[config.mk]
export PLATFORM = sky130hd
export DESIGN_NAME = csa_seq_adder
export DESIGN_NICKNAME = d
export VERILOG_FILES = /design/src/rtl/csa_seq_adder_pkg.sv /design/src/rtl/csa_seq_adder_add_slice4.sv /design/src/rtl/csa_seq_adder.sv
export SDC_FILE = /design/constraint.sdc
export NUM_CORES = 1
export LEC_CHECK = 0
export ABC_AREA = 1
export ABC_CLOCK_PERIOD_IN_PS = 3870
export CAP_MARGIN = 20
export CORE_MARGIN = 2
export CORE_UTILIZATION = 57
export CTS_BUF_LIST = sky130_fd_sc_hd__clkbuf_8
export DETAILED_ROUTE_END_ITERATION = 6
export PLACE_DENSITY = 0.88
export SLEW_MARGIN = 20
export SYNTH_ARGS = -nofsm -noshare
export SYNTH_HDL_FRONTEND = slang
export SYNTH_SLANG_ARGS = --single-unit
[constraint.sdc]
create_clock -name clk -period 3.87 [get_ports clk]
set_input_delay 0.774 -clock clk [delete_from_list [all_inputs] [get_ports clk]]
set_output_delay 0.774 -clock clk [all_outputs]
set_load 0.005 [all_outputs]
[src/rtl/csa_seq_adder_pkg.sv]
// Shared definitions for the sequential carry-select adder: slice width,
// controller state encoding and index-width helper.
// Latency: n/a (declarations only). Backpressure: n/a.
package csa_seq_pkg;

  localparam int SLICE_W = 4;

  typedef enum logic [1:0] {
    IDLE = 2'd0,
    RUN  = 2'd1,
    DONE = 2'd2
  } state_e;

  // Slice-index register width. It is never narrower than one bit, so a
  // single-slice build still has a legal index register.
  function automatic int idx_width(input int nslice);
    if (nslice <= 1) return 1;
    return $clog2(nslice);
  endfunction

endpackage

[src/rtl/csa_seq_adder_add_slice4.sv]
// 4-bit carry-select adder slice: both carry-in outcomes are precomputed and ci selects one.
// Latency: combinational. Backpressure: none.
// Ports: x, y = nibble operands; ci = carry in; sum = nibble sum; cout = carry out.
module add_slice4
  import csa_seq_pkg::*;
(
  input  logic [SLICE_W-1:0] x,
  input  logic [SLICE_W-1:0] y,
  input  logic               ci,
  output logic [SLICE_W-1:0] sum,
  output logic               cout
);

  logic [SLICE_W:0] r0;
  logic [SLICE_W:0] r1;

  assign r0 = {1'b0, x} + {1'b0, y};
  assign r1 = {1'b0, x} + {1'b0, y} + {{SLICE_W{1'b0}}, 1'b1};

  assign sum  = ci ? r1[SLICE_W-1:0] : r0[SLICE_W-1:0];
  assign cout = ci ? r1[SLICE_W]     : r0[SLICE_W];

endmodule

[src/rtl/csa_seq_adder.sv]
// Multi-cycle WIDTH-bit adder that reuses one 4-bit carry-select slice for WIDTH/4 cycles.
// Latency: out_valid rises NSLICE edges after the accept edge. Issue interval is at least NSLICE+2.
// Backpressure: in_ready is high only in IDLE. The result is held in DONE until out_ready.
// Ports: clk, rst_n (async, active low); in_valid/in_ready with a, b, cin;
//        out_valid/out_ready with s, co; busy is high in RUN or DONE.
// Optional: defining CSA_SEQ_ADDER_SUB_EN adds op_sub, which selects a - b (co=1 means no borrow).
module csa_seq_adder
  import csa_seq_pkg::*;
#(
  parameter int WIDTH = 16  // multiple of 4 and at least 4
) (
  input  logic             clk,
  input  logic             rst_n,
  input  logic             in_valid,
  output logic             in_ready,
  input  logic [WIDTH-1:0] a,
  input  logic [WIDTH-1:0] b,
  input  logic             cin,
`ifdef CSA_SEQ_ADDER_SUB_EN
  input  logic             op_sub,
`endif
  output logic             out_valid,
  input  logic             out_ready,
  output logic [WIDTH-1:0] s,
  output logic             co,
  output logic             busy
);

  localparam int NSLICE = WIDTH / SLICE_W;
  localparam int IDXW   = idx_width(NSLICE);
  localparam logic [IDXW-1:0] LAST_IDX = IDXW'(NSLICE - 1);

  state_e            state_q, state_d;
  logic [IDXW-1:0]   idx_q, idx_d;
  logic              carry_q, carry_d;
  logic [WIDTH-1:0]  a_q, a_d;
  logic [WIDTH-1:0]  b_q, b_d;
  logic [WIDTH-1:0]  s_q, s_d;
  logic              co_q, co_d;

  logic [SLICE_W-1:0] nib_a;
  logic [SLICE_W-1:0] nib_b;
  logic [SLICE_W-1:0] sl_sum;
  logic               sl_cout;

  // Operand nibble for the slice currently being processed
  assign nib_a = a_q[idx_q*SLICE_W +: SLICE_W];
  assign nib_b = b_q[idx_q*SLICE_W +: SLICE_W];

  add_slice4 u_slice (
    .x    (nib_a),
    .y    (nib_b),
    .ci   (carry_q),
    .sum  (sl_sum),
    .cout (sl_cout)
  );

  always_comb begin
    state_d = state_q;
    idx_d   = idx_q;
    carry_d = carry_q;
    a_d     = a_q;
    b_d     = b_q;
    s_d     = s_q;
    co_d    = co_q;

    case (state_q)
      IDLE: begin
        if (in_valid) begin
          a_d     = a;
          idx_d   = '0;
          state_d = RUN;
`ifdef CSA_SEQ_ADDER_SUB_EN
          // Subtraction is a + ~b + 1. The forced carry replaces cin.
          b_d     = op_sub ? ~b : b;
          carry_d = op_sub ? 1'b1 : cin;
`else
          b_d     = b;
          carry_d = cin;
`endif
        end
      end
      RUN: begin
        // Only the current nibble of s changes. Nibbles not yet processed keep the previous result.
        s_d[idx_q*SLICE_W +: SLICE_W] = sl_sum;
        carry_d = sl_cout;
        idx_d   = idx_q + IDXW'(1);
        if (idx_q == LAST_IDX) begin
          co_d    = sl_cout;
          idx_d   = '0;
          state_d = DONE;
        end
      end
      DONE: begin
        if (out_ready) begin
          state_d = IDLE;
        end
      end
      default: begin
        state_d = IDLE;
      end
    endcase
  end

  always_ff @(posedge clk or negedge rst_n) begin
    if (!rst_n) begin
      state_q <= IDLE;
      idx_q   <= '0;
      carry_q <= 1'b0;
      a_q     <= '0;
      b_q     <= '0;
      s_q     <= '0;
      co_q    <= 1'b0;
    end else begin
      state_q <= state_d;
      idx_q   <= idx_d;
      carry_q <= carry_d;
      a_q     <= a_d;
      b_q     <= b_d;
      s_q     <= s_d;
      co_q    <= co_d;
    end
  end

  assign in_ready  = (state_q == IDLE);
  assign out_valid = (state_q == DONE);
  assign busy      = (state_q == RUN) || (state_q == DONE);
  assign s         = s_q;
  assign co        = co_q;

endmodule

; ---- Yosys cells after proc, flatten, opt, wreduce, memory -nomap -nowiden
; Index checks and enable logic that the tools add are counted.
[word_totals]
register_bits = 54
inputBits = 37
out_inout_bits = 20
word_cells = 40
[op_classes]
n_addsub = 4
n_eq_ne = 6
shift = 4
n_mux = 12
reduce_logical = 7
[op_table]
columns = cell, n
row1 = $neg A4 Y34, 1
row2 = $shift A4 B34 Y16 const A, 1
row3 = $shiftx A4 B34 Y16, 1
row4 = $shiftx A16 B5 Y4, 2
row5 = $bwmux W16, 1
row6 = $mux W2, 5
row7 = $pmux W2 S3, 1
row8 = $reduce_and A2 Y1, 3
row9 = $add A4 B4 Y5, 1
row10 = $add A5 B1 Y5 const B, 1
row11 = $eq A2 B2 Y1 const B, 2
row12 = $mux W4, 1
row13 = $ne A2 B2 Y1 const B, 2
row14 = $pmux W2 S2, 1
row15 = $reduce_and A3 Y1, 1
row16 = $add A2 B1 Y2 const B, 1
row17 = $eq A2 B1 Y1 const B, 1
row18 = $logic_not A2 Y1, 1
row19 = $mux W1, 2
row20 = $ne A2 B1 Y1 const B, 1
row21 = $pmux W1 S2, 1
row22 = $reduce_bool A2 Y1, 1
row23 = $logic_or A1 B1 Y1, 1

; ---- Logic depth before layout (Yosys ltp)
; Gate-level depths: netlist of the first run.
[depth]
ltp_word = 6
mapped_depth = 17
depth_no_buf = 15

; ---- Modules after synthesis
; Synthesis of the first run repeated with hierarchy kept, for this count alone.
[hier_totals]
hier_cells = 368
hier_area_um2 = 2892.8
[by_module_without_submodules]
columns = module, instances, cells_per_inst, area_per_inst_um2, seq_area_each_um2
row1 = csa_seq_adder, 1, 323, 2630.0, 1351.3
row2 = add_slice4, 1, 45, 262.8, 0.0

; ---- Worst setup path after synthesis of the first run
; No wires, ideal clock.
[synth_path]
path_kind = register -> register
start = reg idx_q[0]
end = reg s_q[13] (netlist: s[13])
arrival_ps = 2578
path_slack_ps = 1209
path_stages_with_launch = 17
n_path_buf = 2
path_cell_list = dfrtp_1 buf_2 clkinv_1 buf_2 nor2_1 o22ai_1 ha_1 inv_1 fa_1 inv_1 ha_1 nand2_1 o21ai_0 inv_1 nor2_1 nand2_1 o21ai_0
[synth_between]
elab_chain_cells = 6
elab_cells_between_ends = 9
classes_between = add/sub: 3 / shift: 4 / mux: 2
[synth_lines]
columns = item, line
row1 = from (decl), csa_seq_adder.sv:34  ; logic [IDXW-1:0] idx_q, idx_d;
row2 = from (signal assigned), csa_seq_adder.sv:116  ; idx_q <= idx_d;
row3 = $shiftx A16 B5 Y4 (on tied branches), "csa_seq_adder.sv:47, csa_seq_adder.sv:48"
row4 = $add A4 B4 Y5, "csa_seq_adder_add_slice4.sv:17, csa_seq_adder_add_slice4.sv:18"
row5 = $add A5 B1 Y5, csa_seq_adder_add_slice4.sv:18  ; assign r1 = {1'b0, x} + {1'b0, y} + {{SLICE_W{1'b0}}, 1'b1};
row6 = $mux W4, csa_seq_adder_add_slice4.sv:20  ; assign sum = ci ? r1[SLICE_W-1:0] : r0[SLICE_W-1:0];
row7 = $shiftx A4 B34 Y16, csa_seq_adder.sv:85  ; s_d[idx_q*SLICE_W +: SLICE_W] = sl_sum;
row8 = $bwmux W16 (*), csa_seq_adder.sv:85
row9 = to (signal assigned), csa_seq_adder.sv:112  ; s_q <= '0;
row10 = to (signal assigned), csa_seq_adder.sv:120  ; s_q <= s_d;
row11 = to (decl), csa_seq_adder.sv:38  ; logic [WIDTH-1:0] s_q, s_d;
; Mark *: on every way between the ends. The rest lies on a longest branch, timed or not.
; A chain may end at the register's enable or synchronous reset.

; ---- Worst setup path in the final report of the first run
[layout_path]
start = reg idx_q[1]
end = reg s_q[13] (netlist: s[13])
; Same word-level chain as after synthesis.

==> flow_summary.ini, run 1 <==
[power]
powerDensity_nw_per_um2 = 815
p_leak_nw = 1.73
ir_drop_v = 0.000371

[clocking]
clkTransAtPathRegs_ps = 90
cts_tree = built
cts_hold_buffers = 0
cts_made_buffers = 5
htreeDepth = 2
clk_latency_ps = 310
cts_sinks = 54
cts-resized-gates = 0
root_buffer = clkbuf_8
clock_path_buffers = 2
post-cts-setup-buffer-count = 0

[setup_path]
r2r_end = s[13]
path_depth = 14
cp_data_arrival_time_ps = 3210
crit_family = adder cells
cp_slowest_cell = fa_1
crit_top_cell = inv_1
cp-end-kind = flop
timing.rr.start = idx_q[1]
crit_path_max_incr_delay_ps = 520
path_class = reg -> reg
cp-start-kind = flop
ff2ff_path_depth = 14
r2r_slack_ps = 900
path_cells = inv_1 -> o21ai_0 -> o22ai_1 -> ha_1 -> inv_1 -> fa_1 -> inv_1 -> ha_1 -> nand2_1 -> o21ai_0 -> inv_1 -> nor2_1 -> nand2_1 -> o21ai_0
cp.required_ps = 4100
crit_fanout = 14
crit_buf_inv = 4

[synthesis]
synth_nets = 402
synth_ff_type = dfrtp_1
yosys_warnings = 0
synth_cell_type_count = 27
synth_sequential_area_ratio = 0.488
ys_ff_latch = 54
syn_avg_cell_area_um2 = 7.91
syn-cell-area_um2 = 2770
synthArstFlopShare = 1.00
synth_edf_count = 0
synth_cells = 350

[route]
ant_nets = 0
vias_per_cell = 5.25
drtPass1Iterations = 5
routed-via-count = 2408
routed_wl_um = 5800
drcViolationCount = 0
drtIter0Drc = 165
wire_per_inst_um = 12.6

[timing]
skew_ps = 7.93
worstMarginPinSlew_ps = 823
min_period_ps = 2970
setup_viol = 0
slew_viol_final = 0
hold_slack_ps = 447
hold_viol = 0
relSlewSlack = 0.451
max_freq_ghz = 0.336
setup_ws_ps = 895
rsz0062_at_grt = false
fin_setup_tns_ps = 0
fin_crit_sh = 0.769

[final_layout]
area_growth_pct = 24.3
final_nets = 456
num_antenna_cells = 0
layout_commonest_cell = nand2_1
layout-drive-gt1-share = 0.0593
final_cell_mix = nand2_1 (147), clkdlybuf4s50_1 (55), dfrtp_1 (54), nor2_1 (27), inv_1 (26)

[placed_design]
dp_slack_ps = 949
gp_congestion = 0.855
portBuffers = 56
place_hpwl_um = 4360

[hold_path]
holdCritPathClass = in -> async

[floorplanning]
die_height_um = 73.7
row_count = 25
floorplan.io_pins = 57
dieArea_um2 = 5430
chipWidth_um = 73.7
core_area_um2 = 4690
initial_core_util = 0.590

[grt]
gr-usage-all-layers = 0.232
grt-ovfl-total = 0
grt_pass1_vias = 2234
antenna_found_initial = 0
grt_pass1_wl_um = 9820
grt_max_degree = 35

[status]
status = finished clean

[flow_run]
max_cap_viol_count = 0
-- registers in the layout (all words and copies together) (netlist names) --
name,count
a_q,16
b_q,16
carry_q,1
co,1
idx_q,2
s,16
state_q,2
-- layer usage --
layer	vias up	GRT usage	wire [um]
met5	-	0	0
met4	0	0.0949	112
met3	11	0.0562	262
met2	73	0.369	2780
met1	1110	0.305	2640
li1	1214	-	-
-- worst reg2reg max path, cell delays in order (launching register included) --
cell and delay, ps:
dfrtp_1 500, inv_1 360, o21ai_0 160, o22ai_1 150, ha_1 210, inv_1 70
fa_1 520, inv_1 70, ha_1 270, nand2_1 40, o21ai_0 70, inv_1 70
nor2_1 160, nand2_1 90, o21ai_0 150
-- Yosys cell counts (2+ instances only) --
cell / count / area [um2]
nand2_1: 147 / 552
a21oi_1: 4 / 20.0
a22o_1: 3 / 26.3
dfrtp_1: 54 / 1350
a32oi_1: 2 / 17.5
o21ai_0: 25 / 125
clkbuf_1: 4 / 15.0
o22ai_1: 6 / 37.5
nand3_2: 2 / 20.0
nor2_1: 27 / 101
buf_2: 6 / 30.0
o21ai_2: 2 / 17.5
nand2_2: 5 / 31.3
nand3_1: 11 / 55.1
ha_1: 14 / 175
nor3_1: 2 / 10.0
nor2_2: 2 / 12.5
inv_1: 25 / 93.8
-- layout make-up --
| cell class | count | area, um2 |
|---|---|---|
| repair buffers | 59 | 578 |
| inverters | 26 | 97.6 |
| clock inverters | 3 | 17.5 |
| well taps | 54 | 67.6 |
| clock buffers | 5 | 68.8 |
| flip-flops and latches | 54 | 1350 |
| fillers | 347 | 1250 |
| multi-input cells | 258 | 1260 |
-- through the flow --
stage / instances / util / total power (W) / cell area [um2]
2_1_floorplan: 350 / - / 0.00204 / 2770
3_3_place_gp: 451 / 0.715 / 0.00241 / 3350
6_report: 459 / 0.733 / 0.00280 / 3440
3_5_place_dp: 451 / 0.715 / 0.00249 / 3350
4_1_cts: 459 / 0.733 / 0.00280 / 3440
5_1_grt: 459 / 0.733 / 0.00308 / 3440
-- power by group --
group          switching (W)  internal [W]  total [W]
logic               0.000937      0.000618    0.00155
registers           0.000154      0.000792   0.000946
clock network       0.000179      0.000125   0.000304
total                0.00127       0.00154    0.00280
-- kinds of logic after synthesis --
logic type,synth area share
and+or+nand+nor,0.291
adders and majority gates,0.0705
buffers and inverters,0.0570
DFF,0.488
AOI/OAI and AO/OA,0.0931
-- worst max-delay path by stage --
stage	from	end
2_1_floorplan	idx_q[0]	s[13]
3_3_place_gp	idx_q[1]	s[13]
3_5_place_dp	idx_q[1]	s[13]
4_1_cts	idx_q[1]	s[13]
5_1_grt	idx_q[1]	s[13]
6_report	idx_q[1]	s[13]
Power figures use the tool's default switching activity.
==> run 2: changes to the inputs <==
ABC_CLOCK_PERIOD_IN_PS = 2550   (was 3870)
CORE_UTILIZATION = 48   (was 57)
PLACE_DENSITY = 0.79   (was 0.88)
clock period = 2.55 ns   (was 3.87 ns; I/O delays follow)
==> run 2 against run 1 <==
Net effect:
- the flow now finishes with violations (setup timing)
- non-clock buffer count increased by 23
- core utilization decreased by 5.3 points
- die area increased by 18%
- global-route usage decreased by 1.6 points
- hold slack got worse by 280 ps
- critical endpoint unchanged
==> flow_summary.ini, run 2 (synthesis gave the netlist of run 1 again) <==
[clocking]
cts_made_buffers = 5
htreeDepth = 2
clk_latency_ps = 310
clock_path_buffers = 2
clkTransAtPathRegs_ps = 100
root_buffer = clkbuf_8
cts_sinks = 54
cts_tree = built

[setup_path]
path_cells = buf_4 -> buf_4 -> buf_6 -> a21oi_1 -> a32oi_1 -> inv_1 -> fa_1 -> inv_2 -> ha_4 -> nand2_2 -> o21ai_1 -> inv_1 -> nor2_2 -> nand2_2 -> o21ai_2
cp-end-kind = flop
crit_fanout = 3
cp_slowest_cell = fa_1
r2r_slack_ps = -70
cp_data_arrival_time_ps = 2870
cp.required_ps = 2800
cp-start-kind = flop
path_class = reg -> reg
crit_path_max_incr_delay_ps = 590

[timing]
setup_viol = 4
relSlewSlack = 0.647
setup_ws_ps = -73.8
fin_setup_tns_ps = -188
slew_viol_final = 0
max_freq_ghz = 0.381
min_period_ps = 2620
rsz0062_at_grt = true
hold_viol = 0
skew_ps = 4.07
hold_slack_ps = 163
worstMarginPinSlew_ps = 529
fin_crit_sh = 1.03

[floorplanning]
dieArea_um2 = 6390
core_area_um2 = 5540
initial_core_util = 0.500
chipWidth_um = 79.9
floorplan.io_pins = 57
row_count = 27
die_height_um = 79.9

[route]
routed_wl_um = 6660
routed-via-count = 2556
wl_met3_um = 355
drtPass1Iterations = 5
routed.top_layer = met4
wire_per_inst_um = 13.3
wl_met2_um = 3320
drcViolationCount = 0
met1Wirelength_um = 2880
drtIter0Drc = 152
ant_nets = 0
vias_per_cell = 5.10

[power]
p_total_w = 0.00493
ir_drop_v = 0.000632
p_leak_nw = 1.87
powerDensity_nw_per_um2 = 1310

[flow_run]
max_cap_viol_count = 0

[placed_design]
place_hpwl_um = 4740
gp_congestion = 0.850
portBuffers = 56
placed_area_um2 = 3470

[grt]
grt_max_degree = 33
antenna_found_initial = 0
grt_pass1_wl_um = 11000
gr-usage-all-layers = 0.216
grt_pass1_vias = 2453
grt-ovfl-total = 0

[hold_path]
holdCritPathClass = in -> async

[final_layout]
layout-drive-gt1-share = 0.175
final_area_um2 = 3770
final_nets = 480
num_antenna_cells = 0
nFillCells = 442
layout_commonest_cell = nand2_1
post-route-util = 0.680
area_growth_pct = 36.1
final_cell_mix = nand2_1 (143), clkdlybuf4s50_1 (55), dfrtp_1 (53), nor2_1 (22)

[status]
violations = setup timing
status = finished, violations left
## run 2: changes by cell type in the layout (fill, tap and decap cells not counted), sizes merged
cell and delta:
buf +23, clkinv -2, clkbuf +1, inv +1, clkinvlp +1
## run 2: worst max-delay path, delay by kind of cell (launching register included)
kind | cells | cell delay (ps)
DFF | 1 | 400
AOI/OAI and AO/OA | 4 | 480
adders and majority gates | 2 | 850
and+or+nand+nor | 3 | 270
buffers and inverters | 6 | 560
## run 2: path summary, 6_finish.rpt
check,cells after the start,start,to
min in group clk,2,a_q[10],a_q[10]
max reg2reg,15,idx_q[0],s[13]
min reg2reg,2,a_q[10],a_q[10]
max,15,idx_q[0],s[13]
min,1,rst_n,state_q[0]
max in group asynchronous,2,rst_n,s[4]
## run 2: cell type report
cell class	count	area, um2	area share
timing repair inverter	1	5.00	0.00133
multi-input combinational	258	1350	0.357
clock inverter	2	16.3	0.00432
inverter	26	105	0.0279
tap	72	90.1	0.0239
timing repair buffer	82	769	0.204
sequential	54	1350	0.359
clock buffer	6	82.6	0.0219
## run 2: where the power goes
part           internal (W)  switching [W]
sequential          0.00120       0.000242
clock              0.000224       0.000290
combinational       0.00132        0.00165
## run 2: routing by layer
layer  track usage  vias up
li1              -     1258
met1         0.280     1196
met2         0.375       88
met3        0.0396       14
met4        0.0508        0
met5             0        -
## run 2: repair_timing
item,CTS,global route
hold buffers,0,0
gates resized for setup,9,31
setup endpoints to repair,9,14
buffers inserted,5,6
pin swaps,3,13
cloned,1,0
## run 2: through the flow
stage	worst slack (ps)	instances
global placement	2.14	481
global route	-212	501
finish	-73.8	501
floorplan	4.10	350
CTS	15.5	495
detailed placement	-127	481
